===== src/rtl/counter_nbit_rev.sv =====
// rtl/counter_nbit_rev.sv - up/down counter with load, limit, wrap/oneshot modes and IDLE/RUN/DONE control
// Optional macro CNT_RC_REG_EN registers Rc (pulse follows the terminal edge instead of preceding it).
module counter_nbit_rev #(
  parameter int                WIDTH   = 32,
  parameter logic [WIDTH-1:0]  RST_VAL = '0
) (
  input  logic             clk,
  input  logic             rst,
  input  logic             en,
  input  logic             s,
  input  logic             Load,
  input  logic [WIDTH-1:0] PData,
  input  logic [WIDTH-1:0] Limit,
  input  logic             oneshot,
  output logic [WIDTH-1:0] cnt,
  output logic             Rc,
  output logic             busy,
  output logic             done
);

  localparam logic [1:0] ST_IDLE = 2'd0;
  localparam logic [1:0] ST_RUN  = 2'd1;
  localparam logic [1:0] ST_DONE = 2'd2;

  logic [1:0]       state;
  logic [WIDTH-1:0] cnt_q;
  logic             at_terminal;
  logic             term_hit;

  // Up-count treats anything at or above Limit as terminal, so a load above Limit never runs past all-ones.
  assign at_terminal = s ? (cnt_q == '0) : (cnt_q >= Limit);
  assign term_hit    = (state == ST_RUN) && en && !Load && at_terminal;

  always_ff @(posedge clk) begin
    if (rst) begin
      cnt_q <= RST_VAL;
      state <= ST_IDLE;
    end else if (Load) begin
      cnt_q <= PData;
      state <= ST_RUN;
    end else if ((state == ST_RUN) && en) begin
      if (at_terminal) begin
        if (oneshot) begin
          state <= ST_DONE;
        end else begin
          cnt_q <= s ? Limit : '0;
        end
      end else begin
        cnt_q <= s ? (cnt_q - 1'b1) : (cnt_q + 1'b1);
      end
    end
  end

`ifdef CNT_RC_REG_EN
  logic rc_q;

  always_ff @(posedge clk) begin
    if (rst) begin
      rc_q <= 1'b0;
    end else begin
      rc_q <= term_hit;
    end
  end

  assign Rc = rc_q;
`else
  // A cycle that resets is never a terminal event.
  assign Rc = term_hit && !rst;
`endif

  assign cnt  = cnt_q;
  assign busy = (state == ST_RUN);
  assign done = (state == ST_DONE);

endmodule

===== config.mk =====
export PLATFORM = sky130hd
export DESIGN_NAME = counter_nbit_rev
export DESIGN_NICKNAME = d
export VERILOG_FILES = /design/src/rtl/counter_nbit_rev.sv
export SDC_FILE = /design/constraint.sdc
export NUM_CORES = 1
export LEC_CHECK = 0
export BUFFER_PORTS_ARGS = -buffer_cell sky130_fd_sc_hd__buf_2
export CAP_MARGIN = 20
export CORE_ASPECT_RATIO = 1.4
export CORE_MARGIN = 4
export CORE_UTILIZATION = 25
export DETAILED_ROUTE_END_ITERATION = 10
export GPL_TIMING_DRIVEN = 1
export PLACE_DENSITY = 0.46
export SETUP_SLACK_MARGIN = 0.5
export SYNTH_ARGS = -nofsm -noshare
export SYNTH_HDL_FRONTEND = slang
export SYNTH_SLANG_ARGS = --single-unit

===== constraint.sdc =====
create_clock -name clk -period 4.05 [get_ports clk]
set_input_delay 0.81 -clock clk [delete_from_list [all_inputs] [get_ports clk]]
set_output_delay 0.81 -clock clk [all_outputs]
set_load 0.005 [all_outputs]

==> flow_summary_export.csv <==
group,metric,value,unit
die,chipWidth,121,µm
clocking,cts_sinks,34,
timing,max_slew_margin,0.485,
setup_path,criticalPathCategory,"in -> out",
logic_synthesis,yosys.area.top_type,"ha_1",
timing,setup_tns,0,ps
grt,grt_antenna_before_repair,0,
die,core_area,17500,µm²
logic_synthesis,ys_warn_count,0,
die,initial_core_util,0.257,
final_layout,drive_gt1_frac,0.261,
die,dieHeight,167,µm
drt,first_pass_iters,7,
logic_synthesis,synth_seq_cells,34,
power,clkPwrFrac,0.242,
grt,grt.overflow.total,0,
place,place_inst,935,
power,p_switching,690,µW
clocking,cts_tree,"built",
logic_synthesis,synth_mux_area_frac,0.0111,
timing,period_share,0.859,
grt,grt_pass1_wl,28200,µm
final_layout,nFillCells,1965,
clocking,worstSkewPairLatency,290,ps
final_layout,nets,846,
power,netSwitchingFraction,0.414,
logic_synthesis,synth-edff-count,0,
timing,clock_skew,7.52,ps
logic_synthesis,synth_cells,608,
run_status,status,"finished, final reports clean",
logic_synthesis,synth_fa_ha_area_frac,0.177,
power,combPwrFrac,0.498,
setup_path,arrival,2670,ps
clocking,htree_levels,2,
final_layout,instances_no_fill,950,
drt,drc,0,
timing,max_freq,0.287,GHz
place,placed_area,5310,µm²
setup_path,crit_path_cell_trace,"buf_6 -> inv_2 -> ha_1 -> nand4_1 -> or4_4 -> o21a_1 -> nand3_2 -> nand2_2 -> nor3_2 -> buf_2",
timing,period_needed,3480,ps
setup_path,slowest_stage,"or4_4",
logic_synthesis,ys_top_cells_by_count,"ha_1, nor2_1, a21oi_1, inv_1, o21ai_0",
power,ir_drop,0.166,mV
worst_hold_path,hp-class,"reg -> reg",
timing,holdWs,485,ps
timing,setup_viol,0,
drt,wire_per_inst,19.0,µm
setup_path,end_kind,"primary output",
logic_synthesis,synthDistinctLibCells,57,
clocking,cts_buffer_depth,2,
timing,rsz0062_at_grt,"yes",
place,port_buffers,104,
final_layout,multi_input_area,3720,µm²
die,pin_count,105,
grt,track_usage,0.175,
die,rows,57,
logic_synthesis,yosysTopAreaCellShare,0.172,
logic_synthesis,syn_area,4500,µm²
logic_synthesis,synth_area_leaders,"ha_1, dfxtp_1, a21oi_1",
final_layout,area_growth,29.9,%
run,drv_cap,0,
timing,hold_viol,0,
logic_synthesis,ys_seq_area_frac,0.151,
timing,worstMarginPinSlew,772,ps
grt,grt_pass1_vias,5210,
clocking,clk_pin_slew,60,ps
setup_path,crit_path_max_fanout,2,
logic_synthesis,avgSynthCellArea,7.40,µm²
place,gp_congestion,0.901,
setup_path,crit_family,"simple AND/OR/NAND/NOR gates",
logic_synthesis,synth_nets,741,
logic_synthesis,synth_top_family_by_area,"compound AO/OA/AOI/OAI gates",
power,totalPowerFinal,1670,µW
setup_path,worst-path-buf-inv,3,
clocking,numCtsBuffers,5,
logic_synthesis,yosys.area_share.simple,0.207,
drt,routed_wirelength,18000,µm
power,p_leak,0.00260,µW
logic_synthesis,synth-compound-area-share,0.330,
drt,postRouteAntennaNets,0,
logic_synthesis,async_flop_share,0,
logic_synthesis,synth_xor_area_frac,0.0467,
drt,num_vias,5109,
place,hpwl,14100,µm
grt,grt_start_max_net_pins,37,
logic_synthesis,synth.most_common_cell,"ha_1",
die,dieArea,20200,µm²
setup_path,crit_path_max_incr_delay,610,ps
final_layout,antenna_cells,0,
final_layout,seqCellArea,682,µm²
power,p_per_area,285,nW/µm²
clocking,clockRootBuffer,"clkbuf_16",
drt,first_iter_violations,240,
setup_path,worst_ep_required_time,3240,ps
setup_path,start_kind,"primary input",
power,intPower,977,µW
logic_synthesis,synth_flop_cell,"dfxtp_1",
power,power_frac_seq,0.261,
drt,routed_via_density,5.38,
final_layout,stdcell_area,5840,µm²
timing,drv_slew,0,
cell families after synthesis:
kind of cell	Yosys count
AO/OA/AOI/OAI	214
XOR/XNOR	24
adder cells (fa/ha/maj)	63
buffers and inverters	78
flip-flops	34
multiplexers	5
AND/OR/NAND/NOR	190
cells in the final DEF, fill, tap and decap left out, types with 9 or more instances in the layout:
| cell | count |
|---|---|
| a21o_1 | 17 |
| nor2_1 | 59 |
| a31oi_1 | 10 |
| a311oi_1 | 12 |
| o21ai_0 | 35 |
| xnor2_1 | 17 |
| nor3_1 | 14 |
| ha_4 | 14 |
| a21oi_1 | 55 |
| nand2_1 | 25 |
| buf_2 | 91 |
| dfxtp_1 | 33 |
| inv_2 | 13 |
| o211ai_1 | 10 |
| buf_4 | 26 |
| nand3_1 | 32 |
| a211oi_1 | 12 |
| ha_1 | 48 |
| inv_1 | 30 |
| and3_1 | 9 |
| nand4_1 | 14 |
| o41ai_1 | 15 |
| buf_6 | 11 |
area by class of cell:
class,instances,share of cell area
Sequential cell,34,0.117
Clock inverter,1,0.000856
Tap cell,236,0.0505
Multi-Input combinational cell,496,0.637
Inverter,45,0.0298
Clock buffer,7,0.0244
Timing Repair Buffer,131,0.141
layer usage:
| layer | GRT usage | part of all wire | wire [µm] | vias up |
|---|---|---|---|---|
| li1 | - | - | - | 2516 |
| met1 | 0.207 | 0.42 | 7520 | 2437 |
| met2 | 0.323 | 0.53 | 9480 | 133 |
| met3 | 0.0214 | 0.036 | 644 | 23 |
| met4 | 0.0517 | 0.022 | 393 | 0 |
| met5 | 0 | 0 | 0 | - |
state kept, by name, summed over array words and instances (netlist names):
register	flops
cnt	32
state	2
power groups by stage:
stage / sequential, µW / clock, µW / combinational, µW
2_1_floorplan: 416 / 0 / 532
3_3_place_gp: 436 / 0 / 771
3_5_place_dp: 436 / 0 / 777
4_1_cts: 430 / 418 / 803
5_1_grt: 442 / 430 / 930
6_report: 435 / 403 / 830
worst register-to-register path: cells and delay by family, from the launching register on:
family / cells / cell delay, ps
buf+inv: 5 / 720
flops: 1 / 390
simple gates: 2 / 380
compound gates: 6 / 1260
fa+ha+maj: 1 / 270
per-stage QoR:
step                       util  worst slack [ps]
final                     0.333               571
after global routing      0.333               444
after CTS                 0.318               500
after detailed placement  0.303              66.3
after global placement    0.303              78.5
after floorplan               -               747
repair_timing:
item / 4_1_cts / 5_1_grt
pin swaps: 11 / 5
setup endpoints to repair: 1 / 10
cloned: 0 / 0
hold buffers: 0 / 0
resized for setup: 14 / 46
buffers inserted: 6 / 1
worst paths after layout:
check / from / endpoint / slack, ps / cells past startpoint
worst max-delay path: Limit[20] / Rc / 570 / 10
worst min-delay path: state[1]$_SDFFE_PP0P_ / state[1]$_SDFFE_PP0P_ / 480 / 2
worst max register to register: cnt[0]$_SDFFE_PP0P_ / cnt[14]$_SDFFE_PP0P_ / 930 / 14
worst min register to register: state[1]$_SDFFE_PP0P_ / state[1]$_SDFFE_PP0P_ / 480 / 2
(Power assumes the default switching activity.)
